==> config.mk <==
export PLATFORM = sky130hd
export DESIGN_NAME = alu_sequencer_flat
export DESIGN_NICKNAME = d
export VERILOG_FILES = /design/src/rtl/alu_seq_pkg.sv /design/src/rtl/alu_sequencer_if.sv /design/src/rtl/alu_op_decode.sv /design/src/rtl/alu_sequencer.sv /design/src/flat_wrapper.sv
export SDC_FILE = /design/constraint.sdc
export NUM_CORES = 1
export LEC_CHECK = 0
export ABC_AREA = 1
export BUFFER_PORTS_ARGS = -buffer_cell sky130_fd_sc_hd__buf_2
export CAP_MARGIN = 20
export CORE_ASPECT_RATIO = 0.7
export CORE_MARGIN = 3
export CORE_UTILIZATION = 50
export CTS_CLUSTER_SIZE = 16
export DETAILED_ROUTE_END_ITERATION = 16
export PLACE_DENSITY = 0.84
export SYNTH_ARGS = -nofsm -noshare
export SYNTH_HDL_FRONTEND = slang
export SYNTH_SLANG_ARGS = --single-unit
==> constraint.sdc <==
create_clock -name clk -period 2.8 [get_ports clk]
set_input_delay 0.56 -clock clk [delete_from_list [all_inputs] [get_ports clk]]
set_output_delay 0.56 -clock clk [all_outputs]
set_load 0.02 [all_outputs]
==> src/rtl/alu_seq_pkg.sv <==
`default_nettype none
// ============================================================================
//  Module      : alu_seq_pkg
//  Description : Shared opcodes, status-bit indices, writeback destination
//                codes, sequencer state encoding and per-op flag masks.
//  Revision    : 1.0 - initial release
// ============================================================================
package alu_seq_pkg;

    localparam int c_OP_W   = 4;
    localparam int c_PSR_W  = 8;
    localparam int c_DEST_W = 2;
    localparam int c_CNT_W  = 2;   // covers ALU_LAT 1..4

    // ALU opcodes; 11xx is reserved and treated as illegal
    localparam logic [c_OP_W-1:0] c_OP_ADC = 4'b0000;
    localparam logic [c_OP_W-1:0] c_OP_SBC = 4'b0001;
    localparam logic [c_OP_W-1:0] c_OP_AND = 4'b0010;
    localparam logic [c_OP_W-1:0] c_OP_OR  = 4'b0011;
    localparam logic [c_OP_W-1:0] c_OP_XOR = 4'b0100;
    localparam logic [c_OP_W-1:0] c_OP_CMP = 4'b0101;
    localparam logic [c_OP_W-1:0] c_OP_INC = 4'b0110;
    localparam logic [c_OP_W-1:0] c_OP_DEC = 4'b0111;
    localparam logic [c_OP_W-1:0] c_OP_ASL = 4'b1000;
    localparam logic [c_OP_W-1:0] c_OP_LSR = 4'b1001;
    localparam logic [c_OP_W-1:0] c_OP_ROR = 4'b1010;
    localparam logic [c_OP_W-1:0] c_OP_ROL = 4'b1011;

    // Processor status bit positions (N V - B D I Z C)
    localparam int c_PSR_C = 0;
    localparam int c_PSR_Z = 1;
    localparam int c_PSR_I = 2;
    localparam int c_PSR_D = 3;
    localparam int c_PSR_B = 4;
    localparam int c_PSR_V = 6;
    localparam int c_PSR_N = 7;

    // Writeback destinations
    localparam logic [c_DEST_W-1:0] c_DEST_A   = 2'b00;
    localparam logic [c_DEST_W-1:0] c_DEST_X   = 2'b01;
    localparam logic [c_DEST_W-1:0] c_DEST_Y   = 2'b10;
    localparam logic [c_DEST_W-1:0] c_DEST_MEM = 2'b11;

    // Flags each op class is allowed to update
    localparam logic [c_PSR_W-1:0] c_MASK_NVZC = 8'hC3;
    localparam logic [c_PSR_W-1:0] c_MASK_NZ   = 8'h82;
    localparam logic [c_PSR_W-1:0] c_MASK_NZC  = 8'h83;

    typedef enum logic [1:0] {
        ST_IDLE  = 2'd0,
        ST_ISSUE = 2'd1,
        ST_DONE  = 2'd2
    } state_t;

    // Source of the ALU carry input
    typedef enum logic [1:0] {
        CSEL_ZERO = 2'd0,
        CSEL_ONE  = 2'd1,
        CSEL_REQ  = 2'd2
    } carry_sel_t;

endpackage
`default_nettype wire

==> src/rtl/alu_sequencer_if.sv <==
`default_nettype none
// ============================================================================
//  Module      : alu_sequencer_if
//  Description : Request (decoder -> sequencer) and writeback
//                (sequencer -> register/memory path) handshake bundle.
//  Revision    : 1.0 - initial release
// ============================================================================
interface alu_sequencer_if #(
    parameter int W = 8
) ();
    import alu_seq_pkg::*;

    logic                req_valid;
    logic                req_ready;
    logic [c_OP_W-1:0]   req_op;
    logic [W-1:0]        req_a;
    logic [W-1:0]        req_b;
    logic                req_carry;
    logic                req_decimal;
    logic [c_DEST_W-1:0] req_dest;

    logic                wb_valid;
    logic                wb_ready;
    logic [c_DEST_W-1:0] wb_dest;
    logic [W-1:0]        wb_data;

    // Requester / writeback-sink side
    modport master (
        output req_valid, req_op, req_a, req_b, req_carry, req_decimal, req_dest,
        input  req_ready,
        input  wb_valid, wb_dest, wb_data,
        output wb_ready
    );

    // Sequencer side
    modport slave (
        input  req_valid, req_op, req_a, req_b, req_carry, req_decimal, req_dest,
        output req_ready,
        output wb_valid, wb_dest, wb_data,
        input  wb_ready
    );

endinterface
`default_nettype wire

==> src/rtl/alu_op_decode.sv <==
`default_nettype none
// ============================================================================
//  Module      : alu_op_decode
//  Description : Combinational opcode classifier: flag mask, carry source,
//                decimal enable, flags-only (compare) and illegal detection.
//  Revision    : 1.0 - initial release
// ============================================================================
module alu_op_decode
    import alu_seq_pkg::*;
(
    input  wire logic [c_OP_W-1:0]  i_op,
    output logic      [c_PSR_W-1:0] o_mask,
    output carry_sel_t              o_carry_sel,
    output logic                    o_decimal_en,
    output logic                    o_flags_only,
    output logic                    o_illegal
);

    // Classify the opcode; anything outside the defined set is illegal
    always_comb begin
        o_mask       = '0;
        o_carry_sel  = CSEL_ZERO;
        o_decimal_en = 1'b0;
        o_flags_only = 1'b0;
        o_illegal    = 1'b0;
        case (i_op)
            c_OP_ADC, c_OP_SBC: begin
                o_mask       = c_MASK_NVZC;
                o_carry_sel  = CSEL_REQ;
                o_decimal_en = 1'b1;
            end
            c_OP_AND, c_OP_OR, c_OP_XOR, c_OP_INC, c_OP_DEC: begin
                o_mask = c_MASK_NZ;
            end
            c_OP_CMP: begin
                // Compare is a subtract with no incoming borrow
                o_mask       = c_MASK_NZC;
                o_carry_sel  = CSEL_ONE;
                o_flags_only = 1'b1;
            end
            c_OP_ASL, c_OP_LSR: begin
                o_mask = c_MASK_NZC;
            end
            c_OP_ROR, c_OP_ROL: begin
                o_mask      = c_MASK_NZC;
                o_carry_sel = CSEL_REQ;
            end
            default: begin
                o_illegal = 1'b1;
            end
        endcase
    end

endmodule
`default_nettype wire

==> src/rtl/alu_sequencer.sv <==
`default_nettype none
// ============================================================================
//  Module      : alu_sequencer
//  Description : Issues one operation at a time to a clocked 8-bit ALU,
//                waits out its latency, merges the legally affected flags
//                into the status word and hands the result to writeback.
//  Revision    : 1.0 - initial release
// ============================================================================
module alu_sequencer
    import alu_seq_pkg::*;
#(
    parameter int ALU_LAT = 1,   // 1..4
    parameter int W       = 8
) (
    input  wire logic                clk,
    input  wire logic                reset,
    alu_sequencer_if.slave           bus,
    input  wire logic [c_PSR_W-1:0]  psr_in,
    output logic      [W-1:0]        alu_a,
    output logic      [W-1:0]        alu_b,
    output logic                     alu_carry,
    output logic      [c_OP_W-1:0]   alu_op,
    output logic                     alu_decimal,
    input  wire logic [W-1:0]        alu_result,
    input  wire logic [c_PSR_W-1:0]  alu_psr,
    output logic                     psr_we,
    output logic      [c_PSR_W-1:0]  psr_out,
    output logic                     err,
    output logic                     busy
);

    localparam logic [c_CNT_W-1:0] c_LAT_M1 = c_CNT_W'(ALU_LAT - 1);

    state_t               r_state;
    state_t               w_next_state;
    logic [c_CNT_W-1:0]   r_cnt;

    logic [W-1:0]         r_alu_a;
    logic [W-1:0]         r_alu_b;
    logic                 r_alu_carry;
    logic [c_OP_W-1:0]    r_alu_op;
    logic                 r_alu_decimal;
    logic [c_DEST_W-1:0]  r_dest;
    logic [c_PSR_W-1:0]   r_mask;
    logic                 r_flags_only;
    logic                 r_psr_we;
    logic [c_PSR_W-1:0]   r_psr_out;
    logic                 r_wb_valid;
    logic [W-1:0]         r_wb_data;
    logic                 r_err;

    logic [c_PSR_W-1:0]   w_mask;
    carry_sel_t           w_carry_sel;
    logic                 w_decimal_en;
    logic                 w_flags_only;
    logic                 w_illegal;
    logic                 w_carry;
    logic                 w_accept;
    logic                 w_capture;
    logic                 w_wb_hs;
    logic [c_PSR_W-1:0]   w_psr_merge;

    alu_op_decode u_decode (
        .i_op         (bus.req_op),
        .o_mask       (w_mask),
        .o_carry_sel  (w_carry_sel),
        .o_decimal_en (w_decimal_en),
        .o_flags_only (w_flags_only),
        .o_illegal    (w_illegal)
    );

    // Carry presented to the ALU for the incoming request
    always_comb begin
        w_carry = 1'b0;
        case (w_carry_sel)
            CSEL_ONE: w_carry = 1'b1;
            CSEL_REQ: w_carry = bus.req_carry;
            default:  w_carry = 1'b0;
        endcase
    end

    // Only the flags the op may touch come from the ALU; the rest pass through
    assign w_psr_merge = (psr_in & ~r_mask) | (alu_psr & r_mask);

    // Next-state logic and the accept/capture/handshake strobes
    always_comb begin
        w_next_state = r_state;
        w_accept     = 1'b0;
        w_capture    = 1'b0;
        w_wb_hs      = 1'b0;
        case (r_state)
            ST_IDLE: begin
                w_accept = bus.req_valid;
                if (bus.req_valid && !w_illegal) begin
                    w_next_state = ST_ISSUE;
                end
            end
            ST_ISSUE: begin
                if (r_cnt == '0) begin
                    w_capture    = 1'b1;
                    w_next_state = ST_DONE;
                end
            end
            ST_DONE: begin
                if (r_flags_only) begin
                    w_next_state = ST_IDLE;
                end else if (r_wb_valid && bus.wb_ready) begin
                    w_wb_hs      = 1'b1;
                    w_next_state = ST_IDLE;
                end
            end
            default: begin
                w_next_state = ST_IDLE;
            end
        endcase
    end

    // State register; reset aborts any operation in flight
    always_ff @(posedge clk) begin
        if (reset) begin
            r_state <= ST_IDLE;
        end else begin
            r_state <= w_next_state;
        end
    end

    // Latency counter: loaded on accept, counts down while issuing
    always_ff @(posedge clk) begin
        if (reset) begin
            r_cnt <= '0;
        end else if (w_accept && !w_illegal) begin
            r_cnt <= c_LAT_M1;
        end else if (r_state == ST_ISSUE && r_cnt != '0) begin
            r_cnt <= r_cnt - 1'b1;
        end
    end

    // ALU operand registers, held from accept until the next legal accept
    always_ff @(posedge clk) begin
        if (reset) begin
            r_alu_a       <= '0;
            r_alu_b       <= '0;
            r_alu_carry   <= 1'b0;
            r_alu_op      <= '0;
            r_alu_decimal <= 1'b0;
            r_dest        <= '0;
            r_mask        <= '0;
            r_flags_only  <= 1'b0;
        end else if (w_accept && !w_illegal) begin
            r_alu_a       <= bus.req_a;
            r_alu_b       <= bus.req_b;
            r_alu_carry   <= w_carry;
            r_alu_op      <= bus.req_op;
            r_alu_decimal <= bus.req_decimal & w_decimal_en;
            r_dest        <= bus.req_dest;
            r_mask        <= w_mask;
            r_flags_only  <= w_flags_only;
        end
    end

    // Result capture, status strobe, writeback valid and error pulse
    always_ff @(posedge clk) begin
        if (reset) begin
            r_psr_we   <= 1'b0;
            r_psr_out  <= '0;
            r_wb_valid <= 1'b0;
            r_wb_data  <= '0;
            r_err      <= 1'b0;
        end else begin
            r_psr_we <= w_capture;
            r_err    <= w_accept & w_illegal;
            if (w_capture) begin
                r_wb_data  <= alu_result;
                r_psr_out  <= w_psr_merge;
                r_wb_valid <= ~r_flags_only;
            end else if (w_wb_hs) begin
                r_wb_valid <= 1'b0;
            end
        end
    end

    assign bus.req_ready = (r_state == ST_IDLE);
    assign bus.wb_valid  = r_wb_valid;
    assign bus.wb_dest   = r_dest;
    assign bus.wb_data   = r_wb_data;

    assign alu_a       = r_alu_a;
    assign alu_b       = r_alu_b;
    assign alu_carry   = r_alu_carry;
    assign alu_op      = r_alu_op;
    assign alu_decimal = r_alu_decimal;
    assign psr_we      = r_psr_we;
    assign psr_out     = r_psr_out;
    assign err         = r_err;
    assign busy        = (r_state != ST_IDLE);

endmodule
`default_nettype wire

==> src/flat_wrapper.sv <==
// flat-port wrapper written by rule: the top's interface ports become plain ports
module alu_sequencer_flat import alu_seq_pkg::*;
#(
    parameter int ALU_LAT = 1,          
    parameter int W       = 8
)
  (clk, reset, psr_in, alu_a, alu_b, alu_carry, alu_op, alu_decimal, alu_result, alu_psr, psr_we, psr_out, err, busy, bus_req_valid, bus_req_op, bus_req_a, bus_req_b, bus_req_carry, bus_req_decimal, bus_req_dest, bus_req_ready, bus_wb_valid, bus_wb_dest, bus_wb_data, bus_wb_ready);
  alu_sequencer_if #(.W(W)) bus_i ();
  input  wire logic clk;
  input  wire logic reset;
  input  wire logic [c_PSR_W-1:0] psr_in;
  output logic      [W-1:0] alu_a;
  output logic      [W-1:0] alu_b;
  output logic alu_carry;
  output logic      [c_OP_W-1:0] alu_op;
  output logic alu_decimal;
  input  wire logic [W-1:0] alu_result;
  input  wire logic [c_PSR_W-1:0] alu_psr;
  output logic psr_we;
  output logic      [c_PSR_W-1:0] psr_out;
  output logic err;
  output logic busy;
  input wire logic [$bits(bus_i.req_valid)-1:0] bus_req_valid;
  input wire logic [$bits(bus_i.req_op)-1:0] bus_req_op;
  input wire logic [$bits(bus_i.req_a)-1:0] bus_req_a;
  input wire logic [$bits(bus_i.req_b)-1:0] bus_req_b;
  input wire logic [$bits(bus_i.req_carry)-1:0] bus_req_carry;
  input wire logic [$bits(bus_i.req_decimal)-1:0] bus_req_decimal;
  input wire logic [$bits(bus_i.req_dest)-1:0] bus_req_dest;
  output wire logic [$bits(bus_i.req_ready)-1:0] bus_req_ready;
  output wire logic [$bits(bus_i.wb_valid)-1:0] bus_wb_valid;
  output wire logic [$bits(bus_i.wb_dest)-1:0] bus_wb_dest;
  output wire logic [$bits(bus_i.wb_data)-1:0] bus_wb_data;
  input wire logic [$bits(bus_i.wb_ready)-1:0] bus_wb_ready;
  assign bus_i.req_valid = bus_req_valid;
  assign bus_i.req_op = bus_req_op;
  assign bus_i.req_a = bus_req_a;
  assign bus_i.req_b = bus_req_b;
  assign bus_i.req_carry = bus_req_carry;
  assign bus_i.req_decimal = bus_req_decimal;
  assign bus_i.req_dest = bus_req_dest;
  assign bus_req_ready = bus_i.req_ready;
  assign bus_wb_valid = bus_i.wb_valid;
  assign bus_wb_dest = bus_i.wb_dest;
  assign bus_wb_data = bus_i.wb_data;
  assign bus_i.wb_ready = bus_wb_ready;
  alu_sequencer #(.ALU_LAT(ALU_LAT), .W(W)) u_core (.clk(clk), .reset(reset), .bus(bus_i), .psr_in(psr_in), .alu_a(alu_a), .alu_b(alu_b), .alu_carry(alu_carry), .alu_op(alu_op), .alu_decimal(alu_decimal), .alu_result(alu_result), .alu_psr(alu_psr), .psr_we(psr_we), .psr_out(psr_out), .err(err), .busy(busy));
endmodule
==> out/results.ini, run 1 <==
[yosys]
synth_cells=306
synth-edff-count=0
synth.most_common_cell=nand2_1
yosys_warnings=0
synthTopCellsByCount=nand2_1, dfxtp_1, nor2_1, inv_1, nand3_1
yosysTopAreaCell=dfxtp_1
ys_async_sr_fraction_pct=0
ys_ff_latch=51
synth-main-ff-cell=dfxtp_1
synth_top_area_share_pct=47.64
seq_area_frac_synth_pct=47.64
synth_cell_types=23
synth_area_leaders=dfxtp_1, nand2_1, nor2_1, nand3_1, inv_1
syn_area_mm2=0.002143
synth.avg_cell_area_um2=7.004
syn_nets=361

[sta]
rsz0062_at_grt=no
period_minus_slack_ns=1.731
tns_ns=0
fin_worst_skew_ns=0.006931
fin_crit_sh_pct=61.82
max_freq_mhz=577.7
max_slew_margin_pct=46.21
finalSetupViolCount=0
worstMarginPinSlew_ns=0.8057
drv_slew=0
hold_viol_final=0

[global_routing]
antenna_found_initial=0
grt-ovfl-total=0
grt_pass1_vias=1771
grt_usage_pct=18.58
grt_pass1_wl_um=7700
grt_max_degree=49

[worst_setup_path]
crit_path_max_incr_delay_ns=0.46
cp_slowest_cell=dfxtp_1
cp.arrival_ns=1.17
cp_num_buf_inv=2
cp-end-kind=output pin
start_kind=flip-flop
crit_required_ns=2.24
path_delay_family=flip-flops
crit_fanout=4
critPathKind=flip-flop to output pin
worstPathCellList=inv_1, nand2_1, buf_2

[power_and_ir_drop]
internal_power_mw=1.057
seqPwrFrac_pct=52.8
comb_power_share_pct=19.5
swShare_pct=30.19
power_mw=1.515
leakagePower_nw=1.564
p_switching_mw=0.4573
power_density_mw_per_mm2=561.5
clkPwrFrac_pct=27.6
peakVddDrop_mv=0.4231

[floorplanning]
die-area_mm2=0.005121
die_x_um=84.26
num_rows=19
core_area_mm2=0.004018
dieHeight_um=60.78
ios=97
initial_utilization_pct=53.35

[clock_tree]
post_cts_buffers=0
clk_pin_slew_ns=0.09
cts_made_buffers=5
clkLatencyLatePin_ns=0.30
cts_resized=0
cts_tree=yes
root_buffer=clkbuf_8
htree_levels=2
cts_max_path_buffers=2
cts.sinks=51
cts_hold_buf=0

[detailed_routing]
drtIter0Drc=112
vias_per_cell=4.653
dr.pass1.iters=4
post_drt_wl_per_cell_um=10.66
vias=2080
drt-total-wl_um=4766
drtAntennaViolNets=0
drc=0

[layout]
fin_nets=449
drive_gt1_share_pct=27.34
antenna_cells=0
fillCellCount=378
syn2layout_area_growth_pct=25.86

[place]
port_buffers=92
dpl.hpwl_um=3577
gp_congestion=0.7359

[worst_hold_path]
min_path_type=primary input to flip-flop

[job]
drv_cap=0

[status]
status=complete, no violations

==> per-stage QoR <==
| step | instance area, um2 | hold slack (ns) | worst slack, ns | utilization, % | instances |
|---|---|---|---|---|---|
| 2_1_floorplan | 2143 | 0.4423 | 1.359 | - | 306 |
| 3_3_place_gp | 2604 | 0.4553 | 0.9720 | 64.81 | 439 |
| 3_5_place_dp | 2604 | 0.4611 | 0.9374 | 64.81 | 439 |
| 4_1_cts | 2698 | 0.4360 | 1.056 | 67.14 | 447 |
| 5_1_grt | 2698 | 0.4297 | 0.9646 | 67.14 | 447 |
| 6_report | 2698 | 0.4457 | 1.069 | 67.14 | 447 |
==> cells by family after synthesis <==
| group | share of synthesized area [%] |
|---|---|
| AO/OA/AOI/OAI | 2.802 |
| adder cells (fa/ha/maj) | 1.752 |
| buffers and inverters | 10.39 |
| flip-flops | 47.64 |
| AND/OR/NAND/NOR | 37.42 |
==> layout by cell type (no fill, tap or decap), drive strengths merged <==
cell / Yosys / routed
buf: 11 / 94
clkinvlp: 0 / 1
nand3b: 1 / 1
nand4: 1 / 1
clkinv: 0 / 2
a21oi: 6 / 6
nor2: 49 / 49
nand2: 106 / 106
nor3: 2 / 2
ha: 3 / 3
o21ai: 3 / 3
a21o: 1 / 1
o21bai: 1 / 1
nand3: 31 / 31
inv: 38 / 38
clkbuf: 2 / 5
dfxtp: 51 / 51
==> flip-flops by register name, indices dropped and copies added, names as in the netlist <==
register             count
u_core.alu_a             8
u_core.alu_b             8
u_core.alu_carry         1
u_core.alu_decimal       1
u_core.alu_op            4
u_core.bus.wb_data       8
u_core.bus.wb_dest       2
u_core.bus.wb_valid      1
u_core.err               1
u_core.psr_out           8
u_core.psr_we            1
u_core.r_cnt             2
u_core.r_flags_only      1
u_core.r_mask            3
u_core.r_state           2
==> routing by layer <==
metal / vias to the layer above / global-route usage (%) / share of wire (%)
met1: 906 / 24.15 / 44
met2: 67 / 32.13 / 47
met3: 2 / 4.885 / 8.5
li1: 1105 / - / -
met5: - / 0 / 0
met4: 0 / 3.440 / 0.29
==> path summary, 6_finish.rpt <==
path	start	cells past startpoint	to	slack, ns
hold reg to reg	u_core.r_cnt[0]	2	u_core.r_cnt[0]	0.47
setup / recovery	u_core.r_state[0]	3	busy	1.07
setup reg to reg	u_core.r_state[0]	6	u_core.alu_a[3]	1.22
hold / removal	psr_in[3]	3	u_core.psr_out[3]	0.45
==> power groups by stage <==
stage / Combinational (mW) / Clock (mW) / Sequential [mW]
detailed placement: 0.297 / 0 / 0.818
finish: 0.296 / 0.419 / 0.801
floorplan: 0.140 / 0 / 0.871
global placement: 0.289 / 0 / 0.815
global route: 0.331 / 0.471 / 0.808
CTS: 0.299 / 0.436 / 0.801
==> area by class of cell <==
type                    instances  area, um2  area share, %
repair buffers                 94      475.5          17.63
well taps                      52      65.06          2.412
flip-flops and latches         51       1021          37.85
clock inverters                 3      25.02         0.9276
multi-input cells             204      899.6          33.35
inverters                      38      142.6          5.288
clock buffers                   5      68.82          2.551
==> tightest hold or removal path, cell delays in order <==
cell and delay [ns]:
buf_2 0.07, nand2_1 0.04, nand2_1 0.04
Power figures use the tool's default switching activity.
==> inputs of run 2 (changes only) <==
CORE_UTILIZATION = 42   (was 50)
PLACE_DENSITY = 0.76   (was 0.84)
clock period = 1.4 ns   (was 2.8 ns; I/O delays follow)
==> run 2 against run 1 <==
  * Critical path depth unchanged
  * Worst hold slack worse by 0.28 ns
  * Cell count is 5.1% higher
  * Combinational power rose by 110%
  * Register-to-register slack got worse by 1.1 ns
  * Clock-buffer cell count rose by 1
  * Die area is 17% higher
  * First-iteration DRC count up 8.0%
  * Core utilization is 9.5 points lower
  * Final area is 3.9% higher
  * Critical path type unchanged
==> out/results.ini, run 2 (same netlist as run 1, synthesis figures left out) <==
[global_routing]
grt-ovfl-total=0
antenna_found_initial=0
grt_pass1_vias=1861
grt_pass1_wl_um=8073
grt_usage_pct=16.41
grt_max_degree=46

[worst_hold_path]
min_path_type=primary input to flip-flop

[sta]
period_minus_slack_ns=1.303
max_freq_mhz=767.6
fin_worst_skew_ns=0.008525
max_slew_margin_pct=83.11
hold_viol_final=0
worstMarginPinSlew_ns=0.2533
finalSetupViolCount=0
tns_ns=0
finalWorstSetupSlack_ns=0.09732
drv_slew=0
fin_crit_sh_pct=93.05
rsz0062_at_grt=no

[worst_setup_path]
cp-end-kind=output pin
crit_fanout=5
cp.arrival_ns=1.02
crit_required_ns=1.12
critPathKind=flip-flop to output pin
start_kind=flip-flop

[power_and_ir_drop]
clkPwrFrac_pct=28.4
leakagePower_nw=1.606
swShare_pct=29.44
power_mw=3.096
seqPwrFrac_pct=51.7
internal_power_mw=2.185
peakVddDrop_mv=0.4184
comb_power_share_pct=19.9
power_density_mw_per_mm2=1104
p_switching_mw=0.9115

[layout]
design_area_mm2=0.002804
final_cell_mix=nand2_1, buf_2, dfxtp_1
fin_util_pct=57.68
drive_gt1_share_pct=29.18
fillCellCount=479
layout_commonest_cell=nand2_1
fin_nets=455
syn2layout_area_growth_pct=30.82
antenna_cells=0

[floorplanning]
num_rows=21
dieHeight_um=65.77
initial_utilization_pct=44.09
ios=97
die_x_um=91.38
die-area_mm2=0.006010
core_area_mm2=0.004861

[place]
gp_congestion=0.7056
dpl.hpwl_um=3639
place_area_mm2=0.002695
pre_cts_ws_ns=0.02262
port_buffers=92

[clock_tree]
clk_pin_slew_ns=0.09
cts_max_path_buffers=2
clkLatencyLatePin_ns=0.30
cts_tree=yes
htree_levels=2
root_buffer=clkbuf_8
cts.sinks=51
cts_made_buffers=5

[job]
drv_cap=0

[detailed_routing]
vias=2099
dr.pass1.iters=4
post_drt_wl_per_cell_um=10.28
drt-total-wl_um=4830
drtIter0Drc=121
drtAntennaViolNets=0
vias_per_cell=4.466
drc=0

[status]
status=complete, no violations

run 2: cell types whose count changed in the layout (fill, tap and decap cells not counted):
cell,previous run,this run
buf_12,0,2
inv_1,36,35
dfxtp_1,51,49
buf_4,2,7
clkbuf_8,5,6
clkinv_4,2,1
inv_2,2,3
buf_2,92,91
dfxtp_4,0,2
run 2: timing repair:
item / in CTS / in global routing
hold buffers: 0 / 0
endpoints found under the setup margin: 1 / 1
buffers inserted: 0 / 0
resized for setup: 2 / 4
run 2: power by group through the flow:
stage          clock (mW)  combinational [mW]  sequential (mW)
6_report            0.880               0.617             1.60
3_3_place_gp            0               0.607             1.63
2_1_floorplan           0               0.280             1.74
3_5_place_dp            0               0.620             1.64
5_1_grt             0.980               0.687             1.61
4_1_cts             0.921               0.623             1.60
run 2: worst max-delay path, cell delays in order (launching register included):
cell and delay [ns]:
dfxtp_4 0.37, inv_2 0.09, nand2_1 0.10, buf_4 0.17
run 2: metal layers:
metal	vias up	global-route usage (%)	wire (um)
met5	-	0	0
met4	0	3.947	37
li1	1110	-	-
met1	922	21.28	2340
met2	62	27.02	2093
met3	5	4.805	358
run 2: path summary, 6_finish.rpt:
kind                         startpoint                     to  slack (ns)  cells past startpoint
setup / recovery      u_core.r_state[1]                   busy         0.1                      3
hold / removal                psr_in[2]      u_core.psr_out[2]        0.17                      3
setup reg to reg        u_core.r_cnt[0]    u_core.bus.wb_valid        0.14                      6
hold reg to reg   u_core.bus.wb_data[7]  u_core.bus.wb_data[7]        0.47                      2
run 2: final cells by class:
cell class | instances | area, um2 | area share, %
Sequential cell | 51 | 1028 | 36.68
Multi-Input combinational cell | 204 | 899.6 | 32.08
Timing Repair Buffer | 100 | 548.0 | 19.54
Inverter | 38 | 142.6 | 5.087
Tap cell | 69 | 86.33 | 3.079
Clock buffer | 6 | 82.58 | 2.945
Clock inverter | 2 | 16.27 | 0.5801
run 2: through the flow:
step | hold slack [ns] | instances
2_1_floorplan | 0.3831 | 306
3_3_place_gp | 0.4520 | 462
3_5_place_dp | 0.4589 | 462
4_1_cts | 0.1589 | 470
5_1_grt | 0.1630 | 470
6_report | 0.1668 | 470
